## src/rtl/router_mport_if.sv

```systemverilog
// Bus bundle for router_mport: byte-serial input stream, per-channel output
// handshakes, and status. The router connects to the slave modport.
interface router_mport_if #(
  parameter int NUM_PORTS = 4
);
  logic [7:0]             dut_inp;
  logic                   inp_valid;
  logic [8*NUM_PORTS-1:0] dut_outp;
  logic [NUM_PORTS-1:0]   outp_valid;
  logic [NUM_PORTS-1:0]   outp_ready;
  logic                   busy;
  logic [3:0]             error;
  logic [15:0]            drop_count;

  modport master (
    output dut_inp, inp_valid, outp_ready,
    input  dut_outp, outp_valid, busy, error, drop_count
  );

  modport slave (
    input  dut_inp, inp_valid, outp_ready,
    output dut_outp, outp_valid, busy, error, drop_count
  );
endinterface

```

## src/rtl/router_mport.sv

```systemverilog
// Store-and-forward packet router: buffers one packet, validates it, then
// forwards it on the output channel selected by its destination address.
module router_mport #(
  parameter int NUM_PORTS = 4,
  parameter int MIN_PKT   = 12,
  parameter int MAX_PKT   = 64
) (
  input logic            clk,
  input logic            reset,
  router_mport_if.slave  bus
);

  localparam int          PTR_W   = $clog2(MAX_PKT);
  localparam int          CH_W    = (NUM_PORTS > 1) ? $clog2(NUM_PORTS) : 1;
  localparam logic [15:0] MAX_CNT = 16'(MAX_PKT);
  localparam logic [15:0] MIN_CNT = 16'(MIN_PKT);
  localparam logic [7:0]  NP_DA   = 8'(NUM_PORTS);

  typedef enum logic [1:0] {S_IDLE, S_RECV, S_CHECK, S_FWD} state_t;

  state_t                 r_state;
  state_t                 w_state_nxt;
  logic [7:0]             r_buf [MAX_PKT];
  logic [15:0]            r_count;
  logic [31:0]            r_sum;
  logic [PTR_W-1:0]       r_ptr;
  logic [CH_W-1:0]        r_ch;
  logic [8*NUM_PORTS-1:0] r_dut_outp;
  logic [NUM_PORTS-1:0]   r_outp_valid;
  logic                   r_busy;
  logic [3:0]             r_error;
  logic [15:0]            r_drop_count;

  logic [31:0]            w_len;
  logic [31:0]            w_crc_fld;
  logic [7:0]             w_da;
  logic [CH_W-1:0]        w_ch;
  logic [3:0]             w_err_code;
  logic                   w_hs;
  logic                   w_last;
  logic [PTR_W-1:0]       w_ptr_inc;

  assign w_len     = {r_buf[5], r_buf[4], r_buf[3], r_buf[2]};
  assign w_crc_fld = {r_buf[9], r_buf[8], r_buf[7], r_buf[6]};
  assign w_da      = r_buf[1];
  assign w_ch      = CH_W'(w_da - 8'd1);
  assign w_hs      = r_outp_valid[r_ch] & bus.outp_ready[r_ch];
  assign w_last    = (16'(r_ptr) == (r_count - 16'd1));
  assign w_ptr_inc = r_ptr + {{(PTR_W-1){1'b0}}, 1'b1};

  // Packet validation, first matching error in priority order wins
  always_comb begin
    w_err_code = 4'd0;
    if (r_count > MAX_CNT) begin
      w_err_code = 4'd4;
    end else if (r_count < MIN_CNT) begin
      w_err_code = 4'd3;
    end else if (w_len != {16'd0, r_count}) begin
      w_err_code = 4'd5;
    end else if (w_crc_fld != r_sum) begin
      w_err_code = 4'd2;
    end else if ((w_da == 8'd0) || (w_da > NP_DA)) begin
      w_err_code = 4'd6;
    end else begin
      w_err_code = 4'd0;
    end
  end

  // Next-state logic
  always_comb begin
    w_state_nxt = r_state;
    case (r_state)
      S_IDLE: begin
        if (bus.inp_valid) w_state_nxt = S_RECV;
        else               w_state_nxt = S_IDLE;
      end
      S_RECV: begin
        if (!bus.inp_valid) w_state_nxt = S_CHECK;
        else                w_state_nxt = S_RECV;
      end
      S_CHECK: begin
        if (w_err_code != 4'd0) w_state_nxt = S_IDLE;
        else                    w_state_nxt = S_FWD;
      end
      S_FWD: begin
        if (w_hs && w_last) w_state_nxt = S_IDLE;
        else                w_state_nxt = S_FWD;
      end
      default: w_state_nxt = S_IDLE;
    endcase
  end

  // State register
  always_ff @(posedge clk or negedge reset) begin
    if (!reset) r_state <= S_IDLE;
    else        r_state <= w_state_nxt;
  end

  // Packet buffer capture; bytes past MAX_PKT are counted but not stored
  always_ff @(posedge clk) begin
    if ((r_state == S_IDLE) && bus.inp_valid) begin
      r_buf[0] <= bus.dut_inp;
    end else if ((r_state == S_RECV) && bus.inp_valid && (r_count < MAX_CNT)) begin
      r_buf[r_count[PTR_W-1:0]] <= bus.dut_inp;
    end
  end

  // Counters, checksum, forwarding pointer and registered outputs
  always_ff @(posedge clk or negedge reset) begin
    if (!reset) begin
      r_count      <= 16'd0;
      r_sum        <= 32'd0;
      r_ptr        <= {PTR_W{1'b0}};
      r_ch         <= {CH_W{1'b0}};
      r_dut_outp   <= {(8*NUM_PORTS){1'b0}};
      r_outp_valid <= {NUM_PORTS{1'b0}};
      r_busy       <= 1'b0;
      r_error      <= 4'd0;
      r_drop_count <= 16'd0;
    end else begin
      r_busy <= (w_state_nxt != S_IDLE);
      case (r_state)
        S_IDLE: begin
          if (bus.inp_valid) begin
            r_count <= 16'd1;
            r_sum   <= 32'd0;
            r_error <= 4'd0;
          end
        end
        S_RECV: begin
          if (bus.inp_valid) begin
            if (r_count != 16'hFFFF) r_count <= r_count + 16'd1;
            if ((r_count >= 16'd10) && (r_count < MAX_CNT))
              r_sum <= r_sum + {24'd0, bus.dut_inp};
          end
        end
        S_CHECK: begin
          if (w_err_code != 4'd0) begin
            r_error <= w_err_code;
            if (r_drop_count != 16'hFFFF) r_drop_count <= r_drop_count + 16'd1;
          end else begin
            r_ptr                              <= {PTR_W{1'b0}};
            r_ch                               <= w_ch;
            r_outp_valid[w_ch]                 <= 1'b1;
            r_dut_outp[{w_ch, 3'b000} +: 8]    <= r_buf[0];
          end
          // A byte arriving while the buffer is owned is a protocol violation
          if (bus.inp_valid) r_error <= 4'd1;
        end
        S_FWD: begin
          if (w_hs) begin
            if (w_last) begin
              r_outp_valid <= {NUM_PORTS{1'b0}};
              r_dut_outp   <= {(8*NUM_PORTS){1'b0}};
            end else begin
              r_ptr                           <= w_ptr_inc;
              r_dut_outp[{r_ch, 3'b000} +: 8] <= r_buf[w_ptr_inc];
            end
          end
          if (bus.inp_valid) r_error <= 4'd1;
        end
        default: begin
          r_outp_valid <= {NUM_PORTS{1'b0}};
        end
      endcase
    end
  end

  assign bus.dut_outp   = r_dut_outp;
  assign bus.outp_valid = r_outp_valid;
  assign bus.busy       = r_busy;
  assign bus.error      = r_error;
  assign bus.drop_count = r_drop_count;

endmodule
```

## src/flat_wrapper.sv

```systemverilog
// flat-port wrapper written by rule: the top's interface ports become plain ports
module router_mport_flat 
#(
  parameter int NUM_PORTS = 4,
  parameter int MIN_PKT   = 12,
  parameter int MAX_PKT   = 64
)
  (clk, reset, bus_dut_inp, bus_inp_valid, bus_outp_ready, bus_dut_outp, bus_outp_valid, bus_busy, bus_error, bus_drop_count);
  router_mport_if #(.NUM_PORTS(NUM_PORTS)) bus_i ();
  input logic clk;
  input logic reset;
  input wire logic [$bits(bus_i.dut_inp)-1:0] bus_dut_inp;
  input wire logic [$bits(bus_i.inp_valid)-1:0] bus_inp_valid;
  input wire logic [$bits(bus_i.outp_ready)-1:0] bus_outp_ready;
  output wire logic [$bits(bus_i.dut_outp)-1:0] bus_dut_outp;
  output wire logic [$bits(bus_i.outp_valid)-1:0] bus_outp_valid;
  output wire logic [$bits(bus_i.busy)-1:0] bus_busy;
  output wire logic [$bits(bus_i.error)-1:0] bus_error;
  output wire logic [$bits(bus_i.drop_count)-1:0] bus_drop_count;
  assign bus_i.dut_inp = bus_dut_inp;
  assign bus_i.inp_valid = bus_inp_valid;
  assign bus_i.outp_ready = bus_outp_ready;
  assign bus_dut_outp = bus_i.dut_outp;
  assign bus_outp_valid = bus_i.outp_valid;
  assign bus_busy = bus_i.busy;
  assign bus_error = bus_i.error;
  assign bus_drop_count = bus_i.drop_count;
  router_mport #(.NUM_PORTS(NUM_PORTS), .MIN_PKT(MIN_PKT), .MAX_PKT(MAX_PKT)) u_core (.clk(clk), .reset(reset), .bus(bus_i));
endmodule
```

## config.mk

```make
export PLATFORM = sky130hd
export DESIGN_NAME = router_mport_flat
export DESIGN_NICKNAME = d
export VERILOG_FILES = /design/src/rtl/router_mport_if.sv /design/src/rtl/router_mport.sv /design/src/flat_wrapper.sv
export SDC_FILE = /design/constraint.sdc
export NUM_CORES = 1
export LEC_CHECK = 0
export CAP_MARGIN = 20
export CORE_MARGIN = 2
export CORE_UTILIZATION = 60
export CTS_BUF_LIST = sky130_fd_sc_hd__clkbuf_2
export CTS_CLUSTER_DIAMETER = 80
export DETAILED_ROUTE_END_ITERATION = 12
export PLACE_DENSITY_LB_ADDON = 0.3
export REMOVE_ABC_BUFFERS = 1
export SETUP_SLACK_MARGIN = 0.02
export SYNTH_ARGS = -nofsm -noshare
export SYNTH_HDL_FRONTEND = slang
export SYNTH_SLANG_ARGS = --single-unit
```

## constraint.sdc

```tcl
create_clock -name clk -period 4.71 [get_ports clk]
set_input_delay 0.942 -clock clk [delete_from_list [all_inputs] [get_ports clk]]
set_output_delay 0.942 -clock clk [all_outputs]
set_load 0.005 [all_outputs]
```

Word-level counts from Yosys, hierarchy flattened
Memories as Yosys holds them, arrays and structs flattened. Cells that the tools add are included.

Flip-flop bits (word level): 115. Memory bits (writable): 512. Input bits: 15. Output and inout port bits: 57. Word-level logic and storage cells: 126. Memories: 1.

Memory list: u_core.r_buf (words 64, bits a word 8, rd ports 11, clocked after Yosys merged registers in 0, wr ports 1, RTL line router_mport.sv:23) `logic [7:0] r_buf [MAX_PKT];`.

$add $sub $neg: 8. $lt $le $gt $ge: 8. Eq/ne operators: 18. Shifts and indexed selects: 4. Multiplexer cells: 51. Bitwise operators: 3. Reductions and logical operators: 23.

Operators by type and width (number): 2-to-1 mux 32 bit (6); case mux 32 bit (2 select lines) (2); bitwise mux 32 bit (2); variable shift 8 x 7 -> 32 bit (first input constant) (2); indexed part select 8 x 7 -> 32 bit (2); 2-to-1 mux 16 bit (3); 2-to-1 mux 4 bit (11); adder 16 x 1 -> 16 bit (second input constant) (2); adder 32 x 8 -> 32 bit (1); inequality test 16 bit (second input constant) (2); inequality test 32 x 16 -> 1 bit (1); inequality test 32 bit (1); case mux 16 bit (2 select lines) (1); 2-to-1 mux 6 bit (4); AND reduction 4 bit (5); == test 6 x 16 -> 1 bit (1); >= comparator 16 x 4 -> 1 bit (second input constant) (1); greater-than comparator 16 x 7 -> 1 bit (second input constant) (1); < comparator 16 x 4 -> 1 bit (second input constant) (1); < comparator 16 x 7 -> 1 bit (second input constant) (1); subtractor 16 x 1 -> 16 bit (second input constant) (1); inequality test 2 bit (second input constant) (7); negation 5 -> 7 bit (2); case mux 4 bit (3 select lines) (1); 31 further kinds (54).

Logic depth before layout (Yosys ltp)
An unclocked memory read counts as a cell.

Word-level depth: 12. Gate-level depth with buffers: 13. Gate-level depth less buffers: 10.

Worst setup path before layout
OpenSTA, ideal clock, no wires.

Path type: flip-flop to flip-flop. Start: register u_core.r_count[1]. End: register u_core.r_dut_outp[16] (netlist: u_core.bus.dut_outp[16]). Library setup time: 86 ps. Arrival time: 3210 ps. Required time: 4624 ps. Slack: 1414 ps. Cell stages (with the launch flop): 14. Buffers on the path: 3. Cells stage by stage: dfrtp_1 clkbuf_1 inv_1 ha_1 nor2b_1 or3_1 a31oi_1 nand2_1 or4_1 buf_4 a211o_1 or4_1 buf_6 o221ai_2.

Word-level cells in the longest chain between the ends: 7.

Ends and longest elaborated chain: start, declared (RTL line router_mport.sv:24) `logic [15:0] r_count;`; start signal, assigned (RTL line router_mport.sv:132) `if (r_count != 16'hFFFF) r_count <= r_count + 16'd1;`; parallel branches: the longest is 7 deep, another holds subtractor 16 x 1 -> 16 bit; end signal, assigned by index (RTL line router_mport.sv:145) `r_dut_outp[{w_ch, 3'b000} +: 8] <= r_buf[0];`; end signal, assigned (RTL line router_mport.sv:154) `r_dut_outp <= {(8*NUM_PORTS){1'b0}};`; end signal, assigned by index (RTL line router_mport.sv:157) `r_dut_outp[{r_ch, 3'b000} +: 8] <= r_buf[w_ptr_inc];`; end, declared (RTL line router_mport.sv:28) `logic [8*NUM_PORTS-1:0] r_dut_outp;`.

Several ways; the timed one is not identified. The select of a mux whose other input is x is not followed. A chain may end at the register's enable or synchronous reset.

==> impl_metrics.yaml <==
logic_synthesis:
  syn_inst: 1601
  ys.flop_type: "edfxtp_1"
  avgSynthCellArea_sq_um: 16.7
  synth_top_family_by_area: "multiplexers"
  async_flop_share: 0.182
  synth_mux_area_frac: 0.146
  synth_compound_area_frac: 0.0362
  synth_xor_area_frac: 0.0357
  synth_seq_cells: 626
  synth-seq-area-share: 0.681
  syn_area_sq_um: 26800
  yosys.area_share.simple: 0.0735
  synthAdderAreaFrac: 0.0115
  synth-edff-count: 512
  synth.distinct_cells: 64
  synth_warnings: 0
sta:
  setup_slack_ns: 0.490
  tightest_slew_ns: 0.997
  fin_crit_ns: 4.22
  whs_ns: 0.164
  post-route-period-util: 0.896
  finalSetupViolCount: 0
  slew_headroom: 0.333
  slew_viol_final: 0
  timing.fmax_mhz: 237
  rsz0062_at_grt: "false"
  hold_violations: 0
  finClkSkew_ns: 0.110
setup_path:
  max_stage_delay_ns: 0.71
  worstSetupStartpointType: "flop"
  slowest_stage: "a211oi_2"
  ff2ff_path_depth: 10
  critPathCaptureType: "flop"
  worst-path-stages: 10
  path_delay_family: "compound AO/OA/AOI/OAI gates"
  path_class: "flop to flop"
  path_buf_inv: 1
  crit_fanout: 9
  crit_required_ns: 5.94
  worstPathArrival_ns: 5.45
  path_cells: "inv_1 > ha_1 > xor2_1 > nor3_1 > o2111ai_1 > nor4_1 > a21oi_1 > a211oi_2 > nand4b_2 > o22ai_1"
place:
  place_congestion: 0.907
  place_ws_ns: 0.487
  dp.cells: 2265
  port_buffers: 70
  hpwl_um: 42000
status:
  status: "finished, final reports clean"
route:
  drt_iter0_markers: 2022
  firstDrtPassIters: 6
  drc: 0
  vias: 16000
  ant_nets: 0
  totalWireLength_um: 64300
  wl_per_cell_um: 25.3
  routed_via_density: 6.29
global_route:
  grt_util_all_layers: 0.287
  grt_max_degree: 70
  gr-total-overflow: 0
  grt_pass1_vias: 16200
  grt_pass1_wl_um: 97600
  antenna_found_initial: 2
power:
  p_leak_nw: 10.6
  pwr_density_cell_nw_per_um2: 354
  power_mw: 10.6
  ir_drop_mv: 0.171
clocking:
  cts_tree: "built"
  cts_buffers: 152
  cts.sinks: 626
  post_cts_resized: 0
  h-tree-depth: 4
  clock_latency_ns: 1.33
  cts_buffer_depth: 3
  path_clk_slew_ns: 0.11
  root_buffer: "clkbuf_2"
layout:
  final_cell_mix: "edfxtp_1 (512), clkbuf_2 (228), mux4_2 (160)"
  drive_above_1_share: 0.271
  fin_cells: 2541
  final_common_cell: "edfxtp_1"
  fillerInstances: 3030
  layout.nets: 1868
  finish.utilization: 0.680
  areaGrowthSynthToFinish_pct: 12.1
flow_run:
  cap_violations: 0
floorplan:
  pin_count: 72
  dieArea_sq_um: 46300
  die_y_um: 215
  initial_core_util: 0.607
  fp.dieW_um: 215
  placementRows: 77
  core_area_sq_um: 44100
hold_path:
  hold_path_class: "input pin to flop"
  worst_hold_path.num_cells: 4
-- cells by family (layout without fill, tap and decap cells) --
kind of cell    after synthesis  in the layout
flops                       626            626
simple gates                404            404
mux                         190            190
compound gates              145            145
xor+xnor                    109            109
buf+inv                     102            448
fa+ha+maj                    24             24
other cells                   1              3
-- worst reg2reg max path, stage by stage (launching register included) --
cell and delay, ns:
edfxtp_1 0.48, inv_1 0.15, ha_1 0.27, xor2_1 0.17, nor3_1 0.45, o2111ai_1 0.24, nor4_1 0.61, a21oi_1 0.45
a211oi_2 0.71, nand4b_2 0.33, o22ai_1 0.27
-- synth_stat cells (3+ instances only) --
cell	instances	area [sq um]
a211oi_1	3	22.5
a21o_1	6	45.0
a21oi_1	38	190
a22o_1	5	43.8
a31oi_1	11	68.8
and2_1	15	93.8
and3_1	12	75.1
and4_1	6	52.6
buf_1	16	60.1
buf_2	5	25.0
buf_6	3	33.8
clkbuf_1	53	199
dfrtp_1	114	2850
edfxtp_1	512	15400
ha_1	23	288
inv_1	23	86.3
mux2_2	9	101
mux2i_1	21	210
mux4_2	160	3600
nand2_1	77	289
nand2b_1	10	62.6
nand3_1	30	150
nand4_1	15	93.8
nor2_1	141	529
nor2b_1	9	56.3
nor3_1	22	110
nor3b_1	3	22.5
nor4_1	25	156
o21a_1	5	37.5
o21ai_0	38	190
o221ai_2	7	105
o22ai_1	7	43.8
o31ai_1	4	30.0
or2_2	5	31.3
or3_1	18	113
or4_1	7	52.6
xnor2_1	39	342
xor2_1	70	613
-- registers in the layout, summed over array words and instances, names as in the netlist --
name                   count
u_core.r_buf             512
u_core.bus.dut_outp       32
u_core.r_sum              32
u_core.bus.drop_count     16
u_core.r_count            16
u_core.r_ptr               6
u_core.bus.outp_valid      4
u_core.bus.error           3
u_core.r_ch                2
u_core.r_state             2
u_core.bus.busy            1
-- path summary, 6_finish.rpt --
kind,startpoint,endpoint,slack (ns)
min in group asynchronous,reset,u_core.bus.dut_outp[7],0.24
setup reg to reg,u_core.r_buf[1][0],u_core.bus.dut_outp[24],0.49
hold reg to reg,u_core.bus.drop_count[10],u_core.bus.drop_count[10],0.50
max in group asynchronous,reset,u_core.r_sum[17],3.45
hold / removal,bus_dut_inp[2],u_core.r_sum[2],0.16
setup / recovery,u_core.r_buf[1][0],u_core.bus.dut_outp[24],0.49
-- power by group --
part | internal [mW] | switching, mW
registers | 6.08 | 0.128
clock network | 1.46 | 2.15
logic | 0.280 | 0.523
-- stage by stage --
stage / TNS, ns / cell area [sq um]
finish: 0 / 30000
global route: 0 / 30000
CTS: 0 / 30000
detailed placement: 0 / 28600
global placement: 0 / 28600
floorplan: -184.58 / 26400
-- layout make-up --
cell class | instances | area, sq um | share of cell area
tap | 592 | 741 | 0.0247
timing repair buffer | 153 | 1340 | 0.0445
multi-input combinational | 873 | 8180 | 0.273
clock inverter | 44 | 272 | 0.00905
clock buffer | 228 | 1140 | 0.0380
antenna | 2 | 5.00 | 0.000167
sequential | 626 | 18200 | 0.608
inverter | 23 | 86.3 | 0.00288
-- layer usage --
metal	vias up	track usage	wire length, um
met5	-	0	0
met1	8041	0.400	25200
met3	141	0.0696	6270
met4	0	0.106	1750
met2	980	0.447	31100
li1	6809	-	-
-- repair_timing --
action                    in CTS  in global routing
hold endpoints to repair      60                  0
setup buffers                  0                  0
hold buffers                   2                  0
No activity file was read; power rests on OpenSTA's default activity.
